===== src/rtl/bus_reg_bank_pkg.sv =====
// Shared types and constants for the bus_reg_bank register slave.
package bus_reg_bank_pkg;

  typedef enum logic [1:0] {
    ST_IDLE,
    ST_WAIT,
    ST_ACK
  } state_e;

  localparam int          OFS_ID     = 0;
  localparam int          OFS_DIAG   = 1;
  localparam int          OFS_CTRL   = 2;
  localparam int          DROP_W     = 8;
  localparam logic [31:0] DEFAULT_ID = 32'h0B0B_0001;

endpackage


===== src/rtl/bus_reg_bank_if.sv =====
// Request/response bus between the bridge (master) and the register bank (slave).
interface bus_reg_bank_if;
  logic [31:0] addr_i;
  logic [31:0] wdata_i;
  logic        wen_i;
  logic        ren_i;
  logic [31:0] rdata_o;
  logic        err_o;
  logic        ack_o;

  modport master (output addr_i, wdata_i, wen_i, ren_i, input rdata_o, err_o, ack_o);
  modport slave  (input addr_i, wdata_i, wen_i, ren_i, output rdata_o, err_o, ack_o);
endinterface


===== src/rtl/bus_reg_bank.sv =====
// Register bank slave: ID, DIAG, NREG control words, NSTAT status words, programmable ack latency.
// Define BUS_REG_BANK_STICKY_EN to make status words sticky with write-1-to-clear.
module bus_reg_bank
  import bus_reg_bank_pkg::*;
#(
  parameter int          NREG  = 4,
  parameter int          NSTAT = 4,
  parameter int          AW    = 20,
  parameter int          LAT   = 1,
  parameter logic [31:0] ID    = DEFAULT_ID
) (
  input  logic                clk_i,
  input  logic                rstn_i,
  bus_reg_bank_if.slave       bus,
  output logic [NREG*32-1:0]  ctrl_o,
  output logic [NREG-1:0]     wr_stb_o,
  input  logic [NSTAT*32-1:0] stat_i
);

  localparam int WW = AW - 2;
  localparam int CW = (LAT > 1) ? $clog2(LAT) : 1;

`ifdef BUS_REG_BANK_STICKY_EN
  localparam logic STAT_RO = 1'b0;
`else
  localparam logic STAT_RO = 1'b1;
`endif

  state_e            state, state_nx;
  logic [CW-1:0]     cnt, cnt_nx;
  logic [WW-1:0]     word;
  logic              req, accept, drop, enter_ack, do_wr;
  logic              hit_id, hit_diag, dec_err;
  logic [NREG-1:0]   ctrl_sel;
  logic [NSTAT-1:0]  stat_sel;
  logic [31:0]       dec_rdata;
  logic [31:0]       ctrl_q [NREG];
  logic [31:0]       stat_rd [NSTAT];
  logic [DROP_W-1:0] drop_cnt;
  logic              cap_err, ack_q, err_q;
  logic [31:0]       cap_rdata, rdata_q;
  logic [NREG-1:0]   wr_pend, wr_stb;
  logic              unused_addr_hi;

  assign word           = bus.addr_i[AW-1:2];
  assign unused_addr_hi = ^bus.addr_i[31:AW];
  assign req            = bus.wen_i | bus.ren_i;

  // NOTE: every always_comb output gets a default first, so no path can infer a latch.
  always_comb begin
    hit_id   = (word == WW'(OFS_ID));
    hit_diag = (word == WW'(OFS_DIAG));
    for (int k = 0; k < NREG; k++)  ctrl_sel[k] = (word == WW'(OFS_CTRL + k));
    for (int s = 0; s < NSTAT; s++) stat_sel[s] = (word == WW'(OFS_CTRL + NREG + s));

    dec_err = (bus.wen_i & bus.ren_i)
            | (bus.addr_i[1:0] != 2'b00)
            | ~(hit_id | hit_diag | (|ctrl_sel) | (|stat_sel))
            | (bus.wen_i & hit_id)
            | (bus.wen_i & STAT_RO & (|stat_sel));

    dec_rdata = '0;
    if (!dec_err && !bus.wen_i) begin
      if (hit_id)   dec_rdata = ID;
      if (hit_diag) dec_rdata = {{(32-DROP_W){1'b0}}, drop_cnt};
      for (int k = 0; k < NREG; k++)  if (ctrl_sel[k]) dec_rdata = dec_rdata | ctrl_q[k];
      for (int s = 0; s < NSTAT; s++) if (stat_sel[s]) dec_rdata = dec_rdata | stat_rd[s];
    end
  end

  always_comb begin
    state_nx = state;
    cnt_nx   = cnt;
    accept   = 1'b0;
    drop     = 1'b0;
    case (state)
      ST_IDLE: if (req) begin
        accept = 1'b1;
        if (LAT == 1) begin
          state_nx = ST_ACK;
        end else begin
          state_nx = ST_WAIT;
          cnt_nx   = CW'(LAT - 1);
        end
      end
      ST_WAIT: begin
        drop = req;
        if (cnt == CW'(1)) state_nx = ST_ACK;
        else               cnt_nx   = cnt - 1'b1;
      end
      ST_ACK: begin
        drop     = req;
        state_nx = ST_IDLE;
      end
      default: state_nx = ST_IDLE;
    endcase
    enter_ack = (state_nx == ST_ACK);
    do_wr     = accept & bus.wen_i & ~dec_err;
  end

  // NOTE: sequential state uses non-blocking assignments so all flops update from pre-edge values.
  always_ff @(posedge clk_i or negedge rstn_i) begin
    if (!rstn_i) begin
      state     <= ST_IDLE;
      cnt       <= '0;
      cap_err   <= 1'b0;
      cap_rdata <= '0;
      ack_q     <= 1'b0;
      err_q     <= 1'b0;
      rdata_q   <= '0;
    end else begin
      state <= state_nx;
      cnt   <= cnt_nx;
      ack_q <= enter_ack;
      err_q <= 1'b0;
      if (accept) begin
        cap_err   <= dec_err;
        cap_rdata <= dec_rdata;
      end
      // With LAT=1 the ack is loaded straight from the decode in the request cycle.
      if (enter_ack) begin
        err_q   <= (state == ST_IDLE) ? dec_err   : cap_err;
        rdata_q <= (state == ST_IDLE) ? dec_rdata : cap_rdata;
      end
    end
  end

  // NOTE: the control array is reset because its contents drive the fabric directly.
  always_ff @(posedge clk_i or negedge rstn_i) begin
    if (!rstn_i) begin
      for (int k = 0; k < NREG; k++) ctrl_q[k] <= '0;
      drop_cnt <= '0;
      wr_pend  <= '0;
      wr_stb   <= '0;
    end else begin
      for (int k = 0; k < NREG; k++) begin
        if (do_wr && ctrl_sel[k]) ctrl_q[k] <= bus.wdata_i;
        wr_pend[k] <= do_wr & ctrl_sel[k];
      end
      wr_stb <= wr_pend;
      if (do_wr && hit_diag)              drop_cnt <= '0;
      else if (drop && (drop_cnt != '1))  drop_cnt <= drop_cnt + 1'b1;
    end
  end

`ifdef BUS_REG_BANK_STICKY_EN
  logic [31:0] stat_q [NSTAT];

  // A bit set on stat_i in the same cycle as a clear wins over the clear.
  always_ff @(posedge clk_i or negedge rstn_i) begin
    if (!rstn_i) begin
      for (int s = 0; s < NSTAT; s++) stat_q[s] <= '0;
    end else begin
      for (int s = 0; s < NSTAT; s++)
        stat_q[s] <= (stat_q[s] & ~((do_wr && stat_sel[s]) ? bus.wdata_i : 32'h0))
                   | stat_i[32*s +: 32];
    end
  end

  always_comb begin
    for (int s = 0; s < NSTAT; s++) stat_rd[s] = stat_q[s];
  end
`else
  always_comb begin
    for (int s = 0; s < NSTAT; s++) stat_rd[s] = stat_i[32*s +: 32];
  end
`endif

  for (genvar k = 0; k < NREG; k++) begin : g_ctrl
    assign ctrl_o[32*k +: 32] = ctrl_q[k];
  end

  assign wr_stb_o    = wr_stb;
  assign bus.ack_o   = ack_q;
  assign bus.err_o   = err_q;
  assign bus.rdata_o = rdata_q;

endmodule


===== src/flat_wrapper.sv =====
// flat-port wrapper written by rule: the top's interface ports become plain ports
module bus_reg_bank_flat import bus_reg_bank_pkg::*;
#(
  parameter int          NREG  = 4,
  parameter int          NSTAT = 4,
  parameter int          AW    = 20,
  parameter int          LAT   = 1,
  parameter logic [31:0] ID    = DEFAULT_ID
)
  (clk_i, rstn_i, ctrl_o, wr_stb_o, stat_i, bus_addr_i, bus_wdata_i, bus_wen_i, bus_ren_i, bus_rdata_o, bus_err_o, bus_ack_o);
  bus_reg_bank_if bus_i ();
  input  logic clk_i;
  input  logic rstn_i;
  output logic [NREG*32-1:0] ctrl_o;
  output logic [NREG-1:0] wr_stb_o;
  input  logic [NSTAT*32-1:0] stat_i;
  input wire logic [$bits(bus_i.addr_i)-1:0] bus_addr_i;
  input wire logic [$bits(bus_i.wdata_i)-1:0] bus_wdata_i;
  input wire logic [$bits(bus_i.wen_i)-1:0] bus_wen_i;
  input wire logic [$bits(bus_i.ren_i)-1:0] bus_ren_i;
  output wire logic [$bits(bus_i.rdata_o)-1:0] bus_rdata_o;
  output wire logic [$bits(bus_i.err_o)-1:0] bus_err_o;
  output wire logic [$bits(bus_i.ack_o)-1:0] bus_ack_o;
  assign bus_i.addr_i = bus_addr_i;
  assign bus_i.wdata_i = bus_wdata_i;
  assign bus_i.wen_i = bus_wen_i;
  assign bus_i.ren_i = bus_ren_i;
  assign bus_rdata_o = bus_i.rdata_o;
  assign bus_err_o = bus_i.err_o;
  assign bus_ack_o = bus_i.ack_o;
  bus_reg_bank #(.NREG(NREG), .NSTAT(NSTAT), .AW(AW), .LAT(LAT), .ID(ID)) u_core (.clk_i(clk_i), .rstn_i(rstn_i), .bus(bus_i), .ctrl_o(ctrl_o), .wr_stb_o(wr_stb_o), .stat_i(stat_i));
endmodule

===== config.mk =====
export PLATFORM = sky130hd
export DESIGN_NAME = bus_reg_bank_flat
export DESIGN_NICKNAME = d
export VERILOG_FILES = /design/src/rtl/bus_reg_bank_pkg.sv /design/src/rtl/bus_reg_bank_if.sv /design/src/rtl/bus_reg_bank.sv /design/src/flat_wrapper.sv
export SDC_FILE = /design/constraint.sdc
export NUM_CORES = 1
export LEC_CHECK = 0
export CAP_MARGIN = 40
export CORE_MARGIN = 4
export CORE_UTILIZATION = 50
export CTS_CLUSTER_DIAMETER = 50
export DETAILED_ROUTE_END_ITERATION = 10
export PLACE_DENSITY = 0.87
export SLEW_MARGIN = 20
export SYNTH_ARGS = -nofsm -noshare
export SYNTH_HDL_FRONTEND = slang
export SYNTH_SLANG_ARGS = --single-unit
export TNS_END_PERCENT = 30

===== constraint.sdc =====
create_clock -name clk_i -period 3 [get_ports clk_i]
set_input_delay 0.6 -clock clk_i [delete_from_list [all_inputs] [get_ports clk_i]]
set_output_delay 0.6 -clock clk_i [all_outputs]
set_load 0.03 [all_outputs]

# After elaboration in Yosys (flattened, before gate mapping)
# Cells that the tools add are included.
# Widths: inputs -> output; s select.
# word_totals
ff_bits,214
in_bits,196
out_inout_bits,166
wordCells,103
# classes
addsub,2
eq_ne,13
muxes,31
n_bitwise,27
n_reduce_logical,16
# ops
operator,count
$mux 32,19
$or 32x32->32,8
$eq 18x3->1 const B,4
$eq 18x2->1 const B,2
$eq 18x4->1 const B,2
$mux 28,1
$eq 18x1->1 const B,1
$logic_not 18->1,1
$mux 8,2
$and 1x1->1,9
$add 8x1->8 const B,1
$ne 8x8->1 const B,1
$or 1x1->1,8
$reduce_or 4->1,2
$logic_and 1x1->1,7
$mux 1,6
$eq 2x2->1 const B,2
$mux 2,2
$pmux 2 s2,1
$reduce_bool 2->1,2
$eq 2x1->1 const B,1
$logic_not 1->1,2
$logic_not 2->1,1
$not 1->1,2
other kinds (2),2

# Longest topological paths before layout
# Gate-level depths: netlist of run 1.
# logic_depth
ltp_word,36
depth_mapped,9
mapped_depth_nobuf,9

# Least setup slack after synthesis of run 1
# OpenSTA, ideal clock, no wires.
# synth_path
kind,input -> register
from,input port bus_addr_i[7]
to,register u_core.cap_rdata[10]
setup_time_ns,0.077
arrival_ns,2.595
required_ns,2.923
path_slack_ns,0.328
path_stages,7
path_cell_list,or4_4 or3_4 or4b_4 or2_1 buf_6 buf_6 o21ai_1
# synth_via
elab_chain_len,27
elab_cells_between_ends,49
cone_classes,eq/ne: 9; mux: 18; bitwise: 17; reduce/logical: 5
# synth_rtl
element,line,text
"start, declared",flat_wrapper.sv:17,input wire logic [$bits(bus_i.addr_i)-1:0] bus_addr_i;
$eq 18x1->1,bus_reg_bank.sv:52,hit_diag = (word == WW'(OFS_DIAG));
$mux 32,bus_reg_bank.sv:65,"if (hit_diag) dec_rdata = {{(32-DROP_W){1'b0}}, drop_cnt};"
$mux 32,bus_reg_bank.sv:63,if (!dec_err && !bus.wen_i) begin
$or 32x32->32,bus_reg_bank.sv:66,for (int k = 0; k < NREG; k++) if (ctrl_sel[k]) dec_rdata = dec_rdata | ctrl_q[k];
$mux 32,bus_reg_bank.sv:66,
$mux 32,bus_reg_bank.sv:63,
$or 32x32->32,bus_reg_bank.sv:66,
$mux 32,bus_reg_bank.sv:66,
[... 11 more ...],-,
$mux 32,bus_reg_bank.sv:67,for (int s = 0; s < NSTAT; s++) if (stat_sel[s]) dec_rdata = dec_rdata | stat_rd[s];
$mux 32,bus_reg_bank.sv:63,
$or 32x32->32,bus_reg_bank.sv:67,
$mux 32,bus_reg_bank.sv:67,
$mux 32,bus_reg_bank.sv:63,
$or 32x32->32,bus_reg_bank.sv:67,
$mux 32,bus_reg_bank.sv:67,
$mux 32 *,bus_reg_bank.sv:63,
"end signal, assigned",bus_reg_bank.sv:118,cap_rdata <= dec_rdata;
"end, declared",bus_reg_bank.sv:41,"logic [31:0] cap_rdata, rdata_q;"
# Every way passes the cells marked *; elsewhere a longest branch is shown, timed or not. The select of a mux whose other input is x is not followed.
# A chain may end at the register's enable or synchronous reset.

# Worst setup path after layout of run 1
# layout_path
from,input port bus_addr_i[15]
to,"register u_core.rdata_q[21], in the netlist u_core.bus.rdata_o[21]"
# layout_via
elab_chain_len,28
elab_cells_between_ends,50
cone_classes,eq/ne: 9; mux: 19; bitwise: 17; reduce/logical: 5
# layout_rtl
element,line,text
$eq 18x1->1,bus_reg_bank.sv:52,
$mux 32,bus_reg_bank.sv:65,
$mux 32,bus_reg_bank.sv:63,
$or 32x32->32,bus_reg_bank.sv:66,
$mux 32,bus_reg_bank.sv:66,
$mux 32,bus_reg_bank.sv:63,
$or 32x32->32,bus_reg_bank.sv:66,
$mux 32,bus_reg_bank.sv:66,
[... 12 more ...],-,
$mux 32,bus_reg_bank.sv:63,
$or 32x32->32,bus_reg_bank.sv:67,
$mux 32,bus_reg_bank.sv:67,
$mux 32,bus_reg_bank.sv:63,
$or 32x32->32,bus_reg_bank.sv:67,
$mux 32,bus_reg_bank.sv:67,
$mux 32 *,bus_reg_bank.sv:63,
$mux 32 *,bus_reg_bank.sv:123,rdata_q <= (state == ST_IDLE) ? dec_rdata : cap_rdata;
"end signal, assigned",bus_reg_bank.sv:123,
"end, declared",bus_reg_bank.sv:41,
# Marks and branches as above.

==> impl_metrics.csv, run 1 <==
group,metric,value,unit
logic_synthesis,synthDominantCellAreaShare,0.506,
final_layout,multiInputGateArea,4950,um2
grt,grt-ovfl-total,0,
clocking,numClockSinks,214,
timing,max_freq,355,MHz
timing,finalCritPeriodShare,0.938,
place,place_congestion,0.984,
timing,slew_headroom,0.409,
route,post_drt_via_cell_ratio,6.27,
flow_run,cap_violations,0,
clocking,cts_tree,"yes",
critical_path,regToRegSetupSlack,0.90,ns
logic_synthesis,synth_most_common_cell,"dfrtp_1",
route,route.detailed.drc,0,
final_layout,fin_area,16000,um2
critical_path,path_class,"in2reg",
logic_synthesis,netlist-cell-type-count,61,
route,vias,10803,
grt,antenna_found_initial,2,
place,placedCellCount,1676,
critical_path,rr_worst_depth,8,
clocking,h-tree-depth,1,
final_layout,fillers,1273,
clocking,root_buffer,"clkbuf_16",
floorplan,chipHeight,153,um
floorplan,ioPinCount,362,
floorplan,design.core.area,20500,um2
critical_path,reg2reg_to,"u_core.ctrl_o[19]$_DFFE_PN0P_",
hold_path,hp-class,"in2async",
route,ant_nets,0,
final_layout,register_area,5360,um2
floorplan,die_area,23600,um2
floorplan,initial_core_util,0.516,
final_layout,drive_above_1_share,0.189,
grt,grt.total_usage,0.362,
timing,setup_slack,0.187,ns
timing,min_period,2.81,ns
logic_synthesis,synth-seq-cells,214,
clocking,ctsResizeCount,0,
route,wire_per_inst,25.6,um
final_layout,layout-area-overhead-vs-synth,51.0,%
place,port_buffers,349,
critical_path,critPathCaptureType,"register",
final_layout,post-route-util,0.780,
timing,rsz0062_at_grt,"false",
final_layout,stdcell_count,1723,
timing,slew_viol_final,0,
route,first_pass_iters,6,
place,place_area,15200,um2
timing,worst_hold_slack,0.0628,ns
grt,grt_pass1_wl,66.5,mm
logic_synthesis,syn_avg_cell_area,10.5,um2
logic_synthesis,synth_area,10600,um2
final_layout,finalNetCount,1632,
clocking,clockBufferDepth,3,
clocking,clk_pin_slew,0.06,ns
logic_synthesis,synthTopCellsByCount,"214 x dfrtp_1, 158 x nand2_1, 93 x mux2_2, 51 x nor2_1, 44 x nand3_1",
power_and_ir_drop,p_per_area,471,nW/um2
clocking,cts_hold_buf,0,
place,pre_cts_slack,-0.278,ns
critical_path,crit_arrival,3.24,ns
logic_synthesis,synth_top_cell_by_area,"dfrtp_1",
critical_path,critPathLaunchType,"input port",
route,routed_wl,44.1,mm
route,drt_iter0_drc,965,
logic_synthesis,yosys-top-cells-area,"dfrtp_1 51%, mux2_2 9.9%, nand2_1 5.6%, mux2i_1 3.8%, nand3_1 2.1%",
grt,grt_pass1_vias,11184,
critical_path,r2r-start,"u_core.state[1]$_DFF_PN0_",
timing,fin_skew,0.0160,ns
timing,setup_violations,0,
place,hpwlAfterDp,32.3,mm
outcome,outcome,"completed",
power_and_ir_drop,p_leak,7.12,nW
timing,fin_setup_tns,0,ns
critical_path,crit_fanout,9,
logic_synthesis,ys.flop_type,"dfrtp_1",
logic_synthesis,synth_fp_nets,1211,
logic_synthesis,async_flop_share,1.00,
logic_synthesis,ys_seq_area_frac,0.506,
critical_path,cp.required,3.43,ns
clocking,post-cts-setup-buffers,0,
power_and_ir_drop,ir_drop,0.000512,V
timing,worstMarginPinSlew,0.864,ns
logic_synthesis,yosys_warnings,0,
clocking,clock_latency,0.53,ns
timing,hold_viol,0,
logic_synthesis,synth-edff-count,0,
power_and_ir_drop,finalPower,7.52,mW
clocking,cts_made_buffers,25,
floorplan,die_w,153,um
floorplan,num_rows,52,
logic_synthesis,synthesis.instances,1012,
grt,grt_max_degree,82,
[how the worst max path moves through the flow]
stage / start / end / slack, ns / cells past startpoint
finish: bus_addr_i[15] / u_core.bus.rdata_o[21]$_DFFE_PN0P_ / 0.19 / 10
detailed placement: bus_addr_i[6] / u_core.cap_rdata[0]$_DFFE_PN0P_ / -0.28 / 7
floorplan: bus_addr_i[7] / u_core.cap_rdata[10]$_DFFE_PN0P_ / 0.33 / 7
global route: bus_addr_i[15] / u_core.bus.rdata_o[21]$_DFFE_PN0P_ / 0.03 / 10
CTS: bus_addr_i[6] / u_core.cap_rdata[0]$_DFFE_PN0P_ / 0.26 / 7
global placement: bus_addr_i[7] / u_core.cap_rdata[13]$_DFFE_PN0P_ / -0.21 / 8
[sequential cells by signal (all words and copies together), names as in the netlist]
signal,flops
u_core.bus.ack_o,1
u_core.bus.err_o,1
u_core.bus.rdata_o,32
u_core.ctrl_o,128
u_core.state,2
u_core.cap_err,1
u_core.wr_pend,4
u_core.cap_rdata,32
u_core.drop_cnt,8
u_core.wr_stb_o,4
u_core.cnt,1
[area by class of cell]
| type | instances | area share |
|---|---|---|
| Antenna cell | 3 | 0.000470 |
| Clock buffer | 34 | 0.0438 |
| Clock inverter | 10 | 0.00752 |
| Inverter | 13 | 0.00305 |
| Multi-Input combinational cell | 720 | 0.310 |
| Sequential cell | 214 | 0.335 |
| Tap cell | 270 | 0.0211 |
| Timing Repair Buffer | 459 | 0.279 |
[logic make-up (layout without fill, tap and decap cells)]
logic type,after synthesis,count (layout),synth area share
multiplexers,148,148,0.160
XOR/XNOR,7,7,0.00579
other,0,3,0
buffers and inverters,78,516,0.0312
AND/OR/NAND/NOR,341,341,0.156
adder cells (fa/ha/maj),3,3,0.00355
AO/OA/AOI/OAI,221,221,0.137
flip-flops,214,214,0.506
[routing by layer]
layer  up-vias  wire length, um  GRT usage
met3       179             5060      0.109
met5         -                0          0
li1       4535                -          -
met2       784            20600      0.581
met1      5305            15900      0.455
met4         0             2510      0.163
[critical path, stage by stage]
cell,delay (ns)
clkdlybuf4s50_1,0.46
or4_1,0.68
buf_4,0.21
nor4_2,0.33
buf_4,0.29
nand3_1,0.11
o21ai_0,0.09
a2111oi_0,0.11
buf_4,0.21
o21ai_0,0.16
[report_power, final]
group          internal, mW  switching, mW  total, mW
sequential             3.00         0.0945       3.09
combinational         0.589          0.800       1.39
clock                  1.81           1.23       3.04
[layout by cell type (no fill, tap or decap), drive strengths merged, types with 14 or more instances in the layout]
| master | Yosys | layout |
|---|---|---|
| o22ai | 15 | 15 |
| nor2 | 51 | 51 |
| clkdlybuf4s50 | 0 | 346 |
| nand4 | 14 | 14 |
| mux2 | 101 | 101 |
| nand3 | 44 | 44 |
| buf | 23 | 113 |
| a21oi | 42 | 42 |
| inv | 13 | 17 |
| nand2 | 158 | 158 |
| a22oi | 25 | 25 |
| nor3b | 26 | 26 |
| clkbuf | 42 | 34 |
| mux2i | 40 | 40 |
| dfrtp | 214 | 214 |
| o21ai | 64 | 64 |
No activity file was read; power rests on OpenSTA's default activity.
==> run 2: changes to the inputs <==
--- a/config.mk
+++ b/config.mk
@@ -11,7 +11,7 @@
 export CTS_CLUSTER_DIAMETER = 50
 export DETAILED_ROUTE_END_ITERATION = 10
 export PLACE_DENSITY = 0.87
-export SLEW_MARGIN = 20
+export SLEW_MARGIN = 15
 export SYNTH_ARGS = -nofsm -noshare
 export SYNTH_HDL_FRONTEND = slang
 export SYNTH_SLANG_ARGS = --single-unit
==> results of run 2 <==
Final layout, timing and power as in run 1 (identical DEF).
==> run 3: changes to the inputs <==
--- a/config.mk
+++ b/config.mk
@@ -11,7 +11,7 @@
 export CTS_CLUSTER_DIAMETER = 50
 export DETAILED_ROUTE_END_ITERATION = 10
 export PLACE_DENSITY = 0.87
-export SLEW_MARGIN = 15
+export SLEW_MARGIN = 20
 export SYNTH_ARGS = -nofsm -noshare
 export SYNTH_HDL_FRONTEND = slang
 export SYNTH_SLANG_ARGS = --single-unit
==> constraint.sdc (replaced) <==
create_clock -name clk_i -period 3.37 [get_ports clk_i]
set_input_delay 0.674 -clock clk_i [delete_from_list [all_inputs] [get_ports clk_i]]
set_output_delay 0.674 -clock clk_i [all_outputs]
set_load 0.03 [all_outputs]
==> impl_metrics.csv, run 3 (synthesis gave the netlist of run 1 again) <==
group,metric,value,unit
clocking,numClockSinks,214,
clocking,ctsResizeCount,0,
timing,slew_viol_final,0,
critical_path,critPathLaunchType,"input port",
floorplan,chipHeight,153,um
critical_path,cp_slowest_stage_delay,0.56,ns
clocking,root_buffer,"clkbuf_16",
route,wire_per_inst,25.4,um
critical_path,cp.required,3.82,ns
timing,max_freq,349,MHz
clocking,clockBufferDepth,3,
final_layout,drive_above_1_share,0.176,
power_and_ir_drop,p_switching,1.90,mW
timing,min_period,2.86,ns
clocking,cts_tree,"yes",
critical_path,critPathCaptureType,"register",
power_and_ir_drop,p_per_area,427,nW/um2
timing,hold_viol,0,
critical_path,path_depth,9,
route,drt_iter0_drc,826,
power_and_ir_drop,p_sw_frac,0.281,
place,port_buffers,349,
critical_path,regToRegSetupSlack,1.03,ns
power_and_ir_drop,pwr-share-seq,0.409,
timing,fin_skew,0.0121,ns
critical_path,rr_worst_depth,9,
floorplan,initial_core_util,0.516,
critical_path,critPathLaunch,"bus_addr_i[7]",
grt,grt_max_degree,96,
floorplan,num_rows,52,
timing,slew_headroom,0.494,
critical_path,crit_arrival,3.31,ns
critical_path,path_cells,"clkdlybuf4s50_1 > or4_4 > or3_4 > nor4_2 > buf_4 > and3_1 > buf_4 > nand2_1 > nand2_1",
final_layout,fillers,1326,
final_layout,finalNetCount,1607,
clocking,clock_latency,0.53,ns
critical_path,crit_family,"simple AND/OR/NAND/NOR gates",
route,route.detailed.drc,0,
outcome,outcome,"completed",
critical_path,critical_path.endpoint,"u_core.ctrl_o[59]$_DFFE_PN0P_",
route,post_drt_via_cell_ratio,6.23,
clocking,cts_hold_buf,0,
critical_path,critPathBufInv,3,
timing,fin_setup_tns,0,ns
final_layout,layout_commonest_cell,"clkdlybuf4s50_1",
hold_path,hp-class,"in2async",
final_layout,layout_common_cells,"346 x clkdlybuf4s50_1, 214 x dfrtp_1, 156 x nand2_1",
power_and_ir_drop,comb_power_share,0.176,
final_layout,layout-area-overhead-vs-synth,49.1,%
floorplan,ioPinCount,362,
power_and_ir_drop,p_int,4.85,mW
grt,antenna_found_initial,3,
clocking,post-cts-setup-buffers,0,
floorplan,die_area,23600,um2
clocking,h-tree-depth,1,
power_and_ir_drop,ir_drop,0.000448,V
critical_path,crit_fanout,12,
clocking,cts_made_buffers,26,
place,hpwlAfterDp,32.0,mm
timing,worstMarginPinSlew,0.740,ns
route,first_pass_iters,5,
power_and_ir_drop,clkPwrFrac,0.415,
final_layout,largest_reg_flops,128,
floorplan,design.core.area,20500,um2
route,vias,10586,
place,place_congestion,0.983,
flow_run,cap_violations,0,
critical_path,r2r-start,"u_core.state[1]$_DFF_PN0_",
timing,rsz0062_at_grt,"false",
critical_path,cp_slowest_cell,"or4_4",
critical_path,path_class,"in2reg",
floorplan,die_w,153,um
power_and_ir_drop,finalPower,6.74,mW
timing,finalCritPeriodShare,0.850,
power_and_ir_drop,p_leak,7.00,nW
grt,grt.total_usage,0.355,
timing,setup_violations,0,
grt,grt_pass1_wl,64.9,mm
grt,grt-ovfl-total,0,
route,routed_wl,43.1,mm
clocking,clk_pin_slew,0.06,ns
critical_path,reg2reg_to,"u_core.bus.rdata_o[19]$_DFFE_PN0P_",
grt,grt_pass1_vias,10856,
route,ant_nets,0,
==> run 3: area by class of cell <==
cell class | instances | area, um2 | area share
Antenna cell | 2 | 5.00 | 0.000317
Clock buffer | 36 | 769 | 0.0488
Clock inverter | 10 | 103 | 0.00650
Inverter | 13 | 48.8 | 0.00309
Multi-Input combinational cell | 720 | 4950 | 0.314
Sequential cell | 214 | 5360 | 0.339
Tap cell | 270 | 338 | 0.0214
Timing Repair Buffer | 433 | 4210 | 0.267
==> run 3: metrics by stage <==
step	instances	hold slack (ns)	instance area, um2	utilization	setup WS, ns
detailed placement	1649	0.335	14900	0.727	0.0178
floorplan	1012	0.331	10600	-	0.624
global placement	1649	0.336	14900	0.727	0.0725
finish	1698	0.142	15800	0.770	0.506
CTS	1695	0.213	15800	0.769	0.539
global route	1698	0.228	15800	0.770	0.350
==> run 3: metal layers <==
layer,global-route usage,up-vias,part of all wire
li1,-,4497,-
met4,0.164,2,0.057
met2,0.572,686,0.47
met5,0,-,0.00030
met1,0.447,5240,0.37
met3,0.0992,161,0.11
==> run 3: power by group through the flow <==
stage / clock, mW / combinational (mW) / sequential (mW)
global placement: 0 / 1.15 / 2.80
CTS: 2.82 / 1.19 / 2.75
global route: 2.92 / 1.28 / 2.76
detailed placement: 0 / 1.18 / 2.80
floorplan: 0 / 0.492 / 2.88
finish: 2.80 / 1.19 / 2.76
==> run 3: worst min path at each step <==
stage / to / startpoint / slack [ns]
2_1_floorplan: u_core.wr_stb_o[0]$_DFF_PN0_ / u_core.wr_pend[0]$_DFF_PN0_ / 0.33
3_3_place_gp: u_core.wr_stb_o[1]$_DFF_PN0_ / u_core.wr_pend[1]$_DFF_PN0_ / 0.34
3_5_place_dp: u_core.wr_stb_o[1]$_DFF_PN0_ / u_core.wr_pend[1]$_DFF_PN0_ / 0.33
4_1_cts: u_core.ctrl_o[82]$_DFFE_PN0P_ / rstn_i / 0.21
5_1_grt: u_core.ctrl_o[82]$_DFFE_PN0P_ / rstn_i / 0.23
6_report: u_core.ctrl_o[82]$_DFFE_PN0P_ / rstn_i / 0.14
==> run 3: worst reg2reg max path: cells and delay by family, from the launching register on <==
family | cells | cell delay (ns)
compound gates | 3 | 0.48
fa+ha+maj | 1 | 0.21
buf+inv | 2 | 0.50
flops | 1 | 0.41
simple gates | 3 | 0.60
